<file path="config.mk">
export PLATFORM = sky130hd
export DESIGN_NAME = pc_fetch_sequencer
export DESIGN_NICKNAME = d
export VERILOG_FILES = /design/src/rtl/pc_fetch_sequencer.sv
export SDC_FILE = /design/constraint.sdc
export NUM_CORES = 1
export LEC_CHECK = 0
export BUFFER_PORTS_ARGS = -buffer_cell sky130_fd_sc_hd__clkbuf_2
export CORE_ASPECT_RATIO = 1.1
export CORE_MARGIN = 3
export CORE_UTILIZATION = 45
export DETAILED_ROUTE_END_ITERATION = 10
export PLACE_DENSITY = 0.67
export REMOVE_ABC_BUFFERS = 1
export SLEW_MARGIN = 40
export SYNTH_ARGS = -nofsm -noshare
export SYNTH_HDL_FRONTEND = slang
export SYNTH_SLANG_ARGS = --single-unit
export TNS_END_PERCENT = 10
</file>
<file path="constraint.sdc">
create_clock -name CLK -period 5.4 [get_ports CLK]
set_clock_uncertainty 0.2 [all_clocks]
set_input_delay 0.81 -clock CLK [delete_from_list [all_inputs] [get_ports CLK]]
set_output_delay 0.81 -clock CLK [all_outputs]
set_load 0.05 [all_outputs]
</file>
<file path="src/rtl/pc_fetch_sequencer.sv">
// pc_fetch_sequencer: owns the PC and drives the imem fetch, then presents the
// fetched instruction for one execute slot before resolving the next PC.
module pc_fetch_sequencer #(
    parameter logic [63:0] RESET_PC       = 64'h0,
    parameter int          TIMEOUT_CYCLES = 16
) (
    input  logic        CLK,
    input  logic        Resetb,
    output logic        imem_req,
    output logic [63:0] imem_addr,
    input  logic        imem_ack,
    input  logic [31:0] imem_rdata,
    output logic [31:0] instr,
    output logic        instr_valid,
    input  logic        Branch,
    input  logic        ALUZero,
    input  logic        Uncondbranch,
    input  logic [63:0] SignExtImm64,
    input  logic        core_stall,
    input  logic        halt_req,
    input  logic        resume,
    output logic [63:0] CurrentPC,
    output logic        halted,
    output logic        fault,
    output logic [31:0] instr_count
);
    localparam logic [2:0] S_IDLE  = 3'd0;
    localparam logic [2:0] S_FETCH = 3'd1;
    localparam logic [2:0] S_EXEC  = 3'd2;
    localparam logic [2:0] S_HALT  = 3'd3;
    localparam logic [2:0] S_FAULT = 3'd4;

    logic [2:0]  r_state;
    logic [63:0] r_pc;
    logic [31:0] r_instr;
    logic [31:0] r_count;
    logic [31:0] r_tmo;
    logic        r_req;
    logic        r_valid;
    logic        r_halted;
    logic        r_fault;
    logic        w_taken;
    logic        w_tmo_done;
    logic [63:0] w_next_pc;

    assign w_taken    = (Branch & ALUZero) | Uncondbranch;
    assign w_next_pc  = r_pc + (w_taken ? SignExtImm64 << 2 : 64'd4);
    // r_tmo counts FETCH cycles already spent without an ack
    assign w_tmo_done = r_tmo == 32'(TIMEOUT_CYCLES - 1);

    always_ff @(posedge CLK or negedge Resetb) begin
        if (!Resetb) begin
            r_state  <= S_IDLE;
            r_pc     <= RESET_PC;
            r_instr  <= 32'd0;
            r_count  <= 32'd0;
            r_tmo    <= 32'd0;
            r_req    <= 1'b0;
            r_valid  <= 1'b0;
            r_halted <= 1'b0;
            r_fault  <= 1'b0;
        end else begin
            case (r_state)
                S_IDLE: begin
                    r_state <= S_FETCH;
                    r_req   <= 1'b1;
                    r_tmo   <= 32'd0;
                end
                S_FETCH: begin
                    if (imem_ack) begin
                        r_instr <= imem_rdata;
                        r_req   <= 1'b0;
                        r_valid <= 1'b1;
                        r_state <= S_EXEC;
                    end else if (w_tmo_done) begin
                        r_req   <= 1'b0;
                        r_fault <= 1'b1;
                        r_state <= S_FAULT;
                    end else begin
                        r_tmo <= r_tmo + 32'd1;
                    end
                end
                S_EXEC: begin
                    if (!core_stall) begin
                        r_count <= r_count + 32'd1;
                        r_pc    <= w_next_pc;
                        r_valid <= 1'b0;
                        if (halt_req) begin
                            r_halted <= 1'b1;
                            r_state  <= S_HALT;
                        end else begin
                            r_req   <= 1'b1;
                            r_tmo   <= 32'd0;
                            r_state <= S_FETCH;
                        end
                    end
                end
                S_HALT: begin
                    if (resume) begin
                        r_halted <= 1'b0;
                        r_req    <= 1'b1;
                        r_tmo    <= 32'd0;
                        r_state  <= S_FETCH;
                    end
                end
                S_FAULT: ;
                default: begin
                    r_req    <= 1'b0;
                    r_valid  <= 1'b0;
                    r_halted <= 1'b0;
                    r_fault  <= 1'b1;
                    r_state  <= S_FAULT;
                end
            endcase
        end
    end

    assign imem_req    = r_req;
    assign imem_addr   = r_pc;
    assign instr       = r_instr;
    assign instr_valid = r_valid;
    assign CurrentPC   = r_pc;
    assign halted      = r_halted;
    assign fault       = r_fault;
    assign instr_count = r_count;
endmodule
</file>
* Word level (Yosys, flattened, before mapping)
Index checks and enable logic that the tools add are counted.
W data, S select, Z words.
** Word-level totals
- Bits in registers :: 167
- Bits of input ports :: 105
- Word-level logic and storage cells :: 75
** Operators by class
- $add $sub $neg :: 3
- Equality and inequality tests :: 14
- Mux-type cells :: 29
- Bitwise gates (word level) :: 7
- Reductions and logical operators :: 13
** Operators with widths (count)
- $mux W32 :: 5
- $pmux W32 S4 :: 1
- $add A32 B1 Y32 const B :: 2
- $add A64 B64 Y64 :: 1
- $mux W64 :: 1
- $eq A32 B4 Y1 const B :: 1
- $ne A2 B2 Y1 const B :: 8
- $pmux W3 S5 :: 1
- $mux W1 :: 12
- $mux W3 :: 4
- $reduce_and A4 Y1 :: 2
- $eq A3 B2 Y1 const B :: 2
- $pmux W1 S3 :: 2
- $reduce_and A3 Y1 :: 2
- $reduce_and A6 Y1 :: 1
- $reduce_or A3 Y1 :: 2
- $not A1 Y1 :: 5
- $pmux W1 S5 :: 1
- $reduce_and A5 Y1 :: 1
- $reduce_and A2 Y1 :: 2
- $reduce_bool A4 Y1 :: 1
- $reduce_or A4 Y1 :: 1
- $eq A3 B1 Y1 const B :: 1
- $eq A3 B3 Y1 const B :: 1
- 6 further kinds :: 6

* Depth between registers and ports, before layout
Gate-level depths: netlist of the first run.
- Depth after elaboration :: 4
- Depth in mapped cells :: 14
- Mapped depth without buffers :: 14

* Worst setup path before layout of the first run
OpenSTA, ideal clock, no wires.
- Path type :: input-to-reg
- Start :: input port Branch
- End :: register r_pc[61] (netlist: CurrentPC[61])
- Library setup time :: 0.137 ns
- Data arrival time :: 3.403 ns
- Data required time :: 5.063 ns
- Slack :: 1.660 ns
- Cell stages on the path :: 13
- Path buffers :: 1
- Cell sequence :: a21o_1 -> clkbuf_1 -> and2_1 -> ha_1 -> nand2_2 -> or3_4 -> a31oi_4 -> o21ai_2 -> a31o_1 -> a2111o_1 -> and3_1 -> a41oi_1 -> o211ai_1
** On the way
- Word-level cells in the longest chain between the ends :: 4
** RTL lines
- start, declared :: RTL line 15 : input logic Branch,
- $and A1 B1 Y1 :: RTL line 46 : assign w_taken = (Branch & ALUZero) | Uncondbranch;
- $or A1 B1 Y1 :: RTL line 46
- $mux W64 :: RTL line 47 : assign w_next_pc = r_pc + (w_taken ? SignExtImm64 << 2 : 64'd4);
- $add A64 B64 Y64 :: RTL line 47
- end signal, assigned :: RTL line 86 : r_pc <= w_next_pc;
- end, declared :: RTL line 34 : logic [63:0] r_pc;
No other way between the ends.
A chain may end at the register's enable or synchronous reset.

* Final worst setup path of the first run
- Start :: input port Branch
- End :: register r_pc[54] (netlist: CurrentPC[54])
Same word-level chain as after synthesis.

==> results of run 1 <==
-- cell usage in the layout (no fill, tap or decap), types with 36 or more instances in the layout --
master    synthesis  final
o21ai_0          74     74
xnor2_1          52     52
a21oi_1          99     99
xor2_1           53     53
ha_1             63     63
nand4_1          36     36
and2_1           66     66
nand2_1         153    153
nand3_1          43     43
dfrtp_1         165    165
clkbuf_2          0    293
nor2_1           93     93
-- worst max path at each step --
stage                                to    from  depth (start not counted)  slack [ns]
after detailed placement  CurrentPC[54]  Branch                         15        0.79
after global routing      CurrentPC[48]  Branch                         15        0.90
final                     CurrentPC[54]  Branch                         15        1.17
after global placement    CurrentPC[50]  Branch                         15        0.80
after floorplan           CurrentPC[50]  Branch                         12        1.28
after CTS                 CurrentPC[54]  Branch                         15        1.24
-- worst max-delay path, stage by stage --
cell      delay, ns
clkbuf_2       0.08
a21o_2         0.41
nand2b_1       0.16
ha_1           0.17
inv_1          0.06
fa_1           0.38
nand2b_1       0.18
a21oi_1        0.24
o21ai_1        0.16
a211oi_1       0.29
nor2_1         0.18
o41ai_4        0.69
a31oi_1        0.23
xor2_1         0.19
o21ai_1        0.07
-- layout make-up --
class | count | area, sq um
inverter | 31 | 116.4
fill | 2337 | 11380
antenna | 1 | 2.502
sequential | 165 | 4129
tap | 310 | 387.9
clock buffer | 17 | 425.4
multi-input combinational | 1016 | 6550
timing repair buffer | 304 | 1577
clock inverter | 15 | 202.7
-- registers in the layout (all words and copies together) (netlist names) --
name         cells
CurrentPC       62
r_tmo           32
imem_req         1
instr_count     32
instr_valid      1
fault            1
halted           1
instr           32
r_state          3
-- metrics by stage --
step / util [%] / hold WS [ns]
2_1_floorplan: - / 0.2812
3_3_place_gp: 51.34 / 0.2566
3_5_place_dp: 51.39 / 0.2683
4_1_cts: 53.93 / 0.2450
5_1_grt: 54.05 / 0.03180
6_report: 54.05 / 0.02406
-- per-layer routing --
layer  part of all wire, %  global-route usage [%]  wire length [microns]  vias to the layer above
li1                      -                       -                      -                     5043
met1                    46                   29.23                  13880                     4859
met2                    47                   35.10                  14450                      337
met3                   5.3                   3.196                   1624                       34
met4                   1.7                   5.880                    518                        0
met5                     0                       0                      0                        -
-- logic make-up after synthesis --
logic type | count (synthesis) | share of synthesized area [%]
and+or+nand+nor | 493 | 21.35
AOI/OAI and AO/OA | 316 | 16.90
DFF | 165 | 35.90
buffers and inverters | 162 | 7.484
xor gates and xnor gates | 105 | 7.995
adders and majority gates | 64 | 7.027
muxes | 34 | 3.307
other | 1 | 0.03260
-- power by group through the flow --
stage	Clock [W]	Combinational (W)	Sequential [W]
after global placement	0	0.000223	0.00126
final	0.00129	0.000228	0.00124
after floorplan	0	0.000129	0.00126
after detailed placement	0	0.000226	0.00126
after global routing	0.00136	0.000256	0.00124
after CTS	0.00131	0.000227	0.00124
==> results by group, run 1 <==
Power
  • Pwr Total: 0.002752 W
  • Int Pwr: approximately 0.0020 W
  • Static leakage: 6.606 nW
  • Net load switching power: 0.0007534 W
  • Comb pwr share: 8.3%
  • Clock power share: 46.8%
  • Power share of the sequential group: 45.0%
  • Worst vdd ir: 0.1545 mV
  • Sw Ratio: between 20% and 30%
  • PwrDens: 205.5 mW/mm^2

Synthesis
  • Yosys top cell by area: dfrtp_1
  • Post-synth EDFFs: 0
  • #FFs+latches synth: about 170
  • Async set-reset flop share out of synthesis: 100.0%
  • Ys Warns: 0
  • Synth top cells by count: dfrtp_1 (165), nand2_1 (153), a21oi_1 (99)
  • Top cell type's share of synthesized area: 35.90%
  • Post-synthesis cell count: 1340
  • Netlist Area Pre-Place: 0.01150 sq mm
  • Post-synth top flop: dfrtp_1
  • Count leader, synth: dfrtp_1
  • Sequential area share after synthesis: 35.90%
  • Largest cells by area after synthesis: dfrtp_1 (36%), ha_1 (6.9%), nand2_1 (5.0%)
  • Avg Inst Size Synth: between 8 and 9 sq um
  • Yosys cell types: 71

STA
  • Final Setup Violations: 0
  • Unrepaired setup endpoints after global routing: false
  • Fmax: 236.1 MHz
  • Setup_tns: 0 ns
  • Final worst path period share: 78.42%
  • Final hold violation count: 0
  • Post-route setup slack: 1.165 ns
  • Worst Tran Pin Value: 0.8314 ns
  • Final slew viol count: 0
  • Min cycle time layout: 4.235 ns
  • Worst slew margin: 44.57%

Layout
  • Post-layout instance area: 0.01339 sq mm
  • Syn-to-layout area delta: 16.41%
  • Fin cells: 1859
  • Layout cells sized above 1: 24.94%
  • Net count, final: 1704

Setup path
  • FF-to-FF setup slack: 1.72 ns
  • Startpoint Class: input port
  • Reg2reg end: CurrentPC[54]
  • Worst Setup End Kind: register
  • Worst Path Max Fanout: 35
  • Reg2Reg Depth: 12
  • R2R Path Start: CurrentPC[2]
  • Worst EP arrival: 4.32 ns
  • Worst EP required: 5.49 ns
  • Critical path type: input port to register

Clock network
  • Hold buffer count at cts: 0
  • Worst-Skew Late Latency: 0.43 ns
  • Number of buffers created by CTS: 17
  • Sink Count: 165
  • Worst-path clk slew: 0.08 ns
  • CTS tree: built
  • Root Buffer: clkbuf_16
  • H-tree levels: 4
  • Max Root-Sink Buffers: 2
  • Setup Buffers After CTS: 0
  • Post_cts resized: 0

Global route
  • Vias in the first global route: 9514
  • Antenna violations before repair: 1
  • Global-route wire length before repair: 47.93 mm
  • Remaining global-route overflow: 0
  • Largest net degree at the start of global routing: 98
  • Tot GR Track Use: 21.34%

Route
  • Antenna-violating nets left: 0
  • Vias: about 10000
  • DRC violations left: 0
  • Number of iterations in the first detailed-routing pass: 5
  • DRT Wirelength: 30.47 mm
  • Avg WL per Cell: around 16 microns
  • DR iter-0 viols: 679
  • DR vias/cell: 5.526

Die
  • Total die area: 0.02752 sq mm
  • Initial Util: 46.43%
  • Die X: between 150 and 200 microns
  • # rows: 60
  • Boundary Pins: 301
  • Die height: ~170 microns
  • Core footprint: 0.02477 sq mm

Place
  • PortBufs: 294
  • DP HPWL: 23.44 mm
  • Post-Place Cells: 1825
  • Setup slack at placement: approximately 0.8 ns
  • Routability cong.: 0.8714
  • Placed cell area: 0.01273 sq mm

Outcome
  • Status: finished clean

Hold path
  • Min-Delay Path Class: input port to async pin

Run
  • Max-cap violations: 0
Power figures use the tool's default switching activity.
==> inputs of run 2 (changes only) <==
==> constraint.sdc (replaced) <==
create_clock -name CLK -period 4.25 [get_ports CLK]
set_clock_uncertainty 0.2 [all_clocks]
set_input_delay 0.6375 -clock CLK [delete_from_list [all_inputs] [get_ports CLK]]
set_output_delay 0.6375 -clock CLK [all_outputs]
set_load 0.05 [all_outputs]
==> results by group, run 2 (synthesis gave the netlist of run 1 again) <==
STA
  • Worst slew margin: 49.58% (+5.0 points)
  • Post-route setup slack: 0.5210 ns (-0.6441 ns)
  • Worst Tran Pin Value: 0.7563 ns (-0.07507 ns)
  • Final slew viol count: 0 (unchanged)
  • Setup_tns: 0 ns (unchanged)
  • Unrepaired setup endpoints after global routing: false
  • Final Setup Violations: 0 (unchanged)
  • Min cycle time layout: 3.729 ns
  • Fmax: 268.2 MHz
  • Final hold violation count: 6 (+6)
  • WHS: -0.01972 ns (-0.04378 ns)
  • Final worst path period share: 87.74%

Global route
  • Global-route wire length before repair: 49.31 mm (+2.9%)
  • Antenna violations before repair: 0 (-1)
  • GR Layer Usage met1: 29.84% (+0.61 points)
  • Tot GR Track Use: 21.90% (+0.56 points)
  • Remaining global-route overflow: 0 (unchanged)
  • Largest net degree at the start of global routing: 93 (-5.1%)
  • Grt met2 use: 36.27% (+1.2 points)
  • Met3 Resource Use GR: 3.396% (+0.20 points)
  • GRT Max-Usage Layer: met2
  • Vias in the first global route: 9658 (+1.5%)

Die
  • Total die area: 0.02752 sq mm (unchanged)
  • Die height: 173.7 microns (unchanged)
  • # rows: 60 (unchanged)
  • Core footprint: 0.02477 sq mm (unchanged)
  • Boundary Pins: 301 (unchanged)
  • Initial Util: 46.43% (unchanged)
  • Die X: 158.4 microns (unchanged)

Setup path
  • Worst Path Max Fanout: 47 (+34%)
  • Startpoint Class: input port
  • FF-to-FF setup slack: 0.75 ns (-0.97 ns)
  • Worst EP required: 4.39 ns (-1.10 ns)
  • Worst Setup End Kind: register
  • Reg2Reg Depth: 13 (+1)
  • R2R Path Start: CurrentPC[2]
  • Worst EP arrival: 3.87 ns (-0.45 ns)
  • Reg2reg end: CurrentPC[50]
  • Critical path type: input port to register

Clock network
  • Hold buffer count at cts: 0 (unchanged)
  • Max Root-Sink Buffers: 2 (unchanged)
  • Worst-path clk slew: 0.08 ns (about the same)
  • Worst-Skew Late Latency: 0.43 ns (about the same)
  • Setup Buffers After CTS: 0 (unchanged)
  • H-tree levels: 4 (unchanged)
  • Sink Count: 165 (unchanged)
  • Root Buffer: clkbuf_16
  • Number of buffers created by CTS: 17 (unchanged)
  • CTS tree: built
  • Post_cts resized: 0 (unchanged)

Layout
  • # diodes: 0 (-1)
  • Commonest non-fill, non-tap cell in the layout: clkbuf_2
  • Final Core Density: 54.45% (+0.40 points)
  • Syn-to-layout area delta: 17.27%
  • Max reg flops: 62 (unchanged)
  • Fill count: 2314 (-0.98%)
  • Post-layout instance area: 0.01349 sq mm (+0.74%)
  • Most frequent cells in the layout: clkbuf_2 (293), dfrtp_1 (165), nand2_1 (153)
  • Net count, final: 1715 (+0.65%)
  • Layout cells sized above 1: 25.47% (+0.53 points)

Power
  • Static leakage: 6.660 nW (+0.82%)
  • Int Pwr: 0.002501 W (+25%)
  • Sw Ratio: 28.62% (+1.2 points)
  • Clock power share: 46.9% (about the same)
  • Pwr Total: 0.003504 W (+27%)
  • Power share of the sequential group: 44.9% (about the same)
  • Worst vdd ir: 0.2021 mV (+31%)
  • Net load switching power: 0.001003 W (+33%)
  • Comb pwr share: 8.3% (about the same)
  • PwrDens: 259.8 mW/mm^2 (+26%)

Run
  • Max-cap violations: 0 (unchanged)

Route
  • Antenna-violating nets left: 0 (unchanged)
  • Vias: 10210 (-0.62%)
  • DR vias/cell: 5.462 (-1.2%)
  • Avg WL per Cell: 16.45 microns (+0.38%)
  • DR iter-0 viols: 602 (-11%)
  • DRT Wirelength: 30.75 mm (+0.92%)
  • DRC violations left: 0 (unchanged)
  • Number of iterations in the first detailed-routing pass: 7 (+2)

Place
  • Setup slack at placement: 0.1540 ns (-0.6367 ns)
  • PortBufs: 294 (unchanged)
  • Routability cong.: 0.9068 (+4.1%)
  • Placed cell area: 0.01285 sq mm (+0.90%)
  • DP HPWL: 23.64 mm (+0.87%)

Outcome
  • Failing checks: negative hold slack
  • Status: finished, violations left

Hold path
  • Min-Delay Path Class: input port to async pin
==> run 2: layer usage <==
layer	share of wire (%)	wire, microns
met2	47	14610
met3	5.0	1528
met1	46	14070
met4	1.8	549
met5	0	0
==> run 2: area by class of cell <==
| class | instances | area (sq um) | share of cell area, % |
|---|---|---|---|
| clock buffers | 17 | 425.4 | 3.154 |
| clock inverters | 15 | 216.5 | 1.605 |
| inverters | 31 | 116.4 | 0.8626 |
| multi-input cells | 1016 | 6550 | 48.56 |
| flip-flops and latches | 165 | 4129 | 30.61 |
| well taps | 310 | 387.9 | 2.875 |
| repair buffers | 315 | 1664 | 12.34 |
==> run 2: power by group through the flow <==
stage,combinational (W),sequential (W),clock (W)
after global routing,0.000326,0.00157,0.00174
after CTS,0.000293,0.00157,0.00168
after global placement,0.000288,0.00160,0
final,0.000290,0.00157,0.00164
after floorplan,0.000164,0.00160,0
after detailed placement,0.000291,0.00160,0
==> run 2: critical path, cell delays in order <==
cell and delay, ns:
clkbuf_2 0.08, a21o_2 0.28, buf_4 0.28, and2_1 0.22, ha_1 0.42, nand4_1 0.24
or3_1 0.42, nor3_1 0.23, o211ai_1 0.18, o211ai_1 0.26, nand3_1 0.20, and3b_1 0.21
o31ai_1 0.19
==> run 2: through the flow <==
step           hold WS, ns  instances
2_1_floorplan       0.1419       1212
3_3_place_gp        0.2561       1837
3_5_place_dp        0.2782       1837
4_1_cts            0.04476       1869
5_1_grt            0.06478       1869
6_report          -0.01972       1869
==> run 2: worst max path at each step <==
stage / from / endpoint / slack [ns]
2_1_floorplan: Branch / CurrentPC[50] / 0.31
3_3_place_gp: Branch / CurrentPC[49] / 0.19
3_5_place_dp: Branch / CurrentPC[60] / 0.15
4_1_cts: Branch / CurrentPC[60] / 0.59
5_1_grt: Branch / CurrentPC[60] / 0.30
6_report: Branch / CurrentPC[60] / 0.52
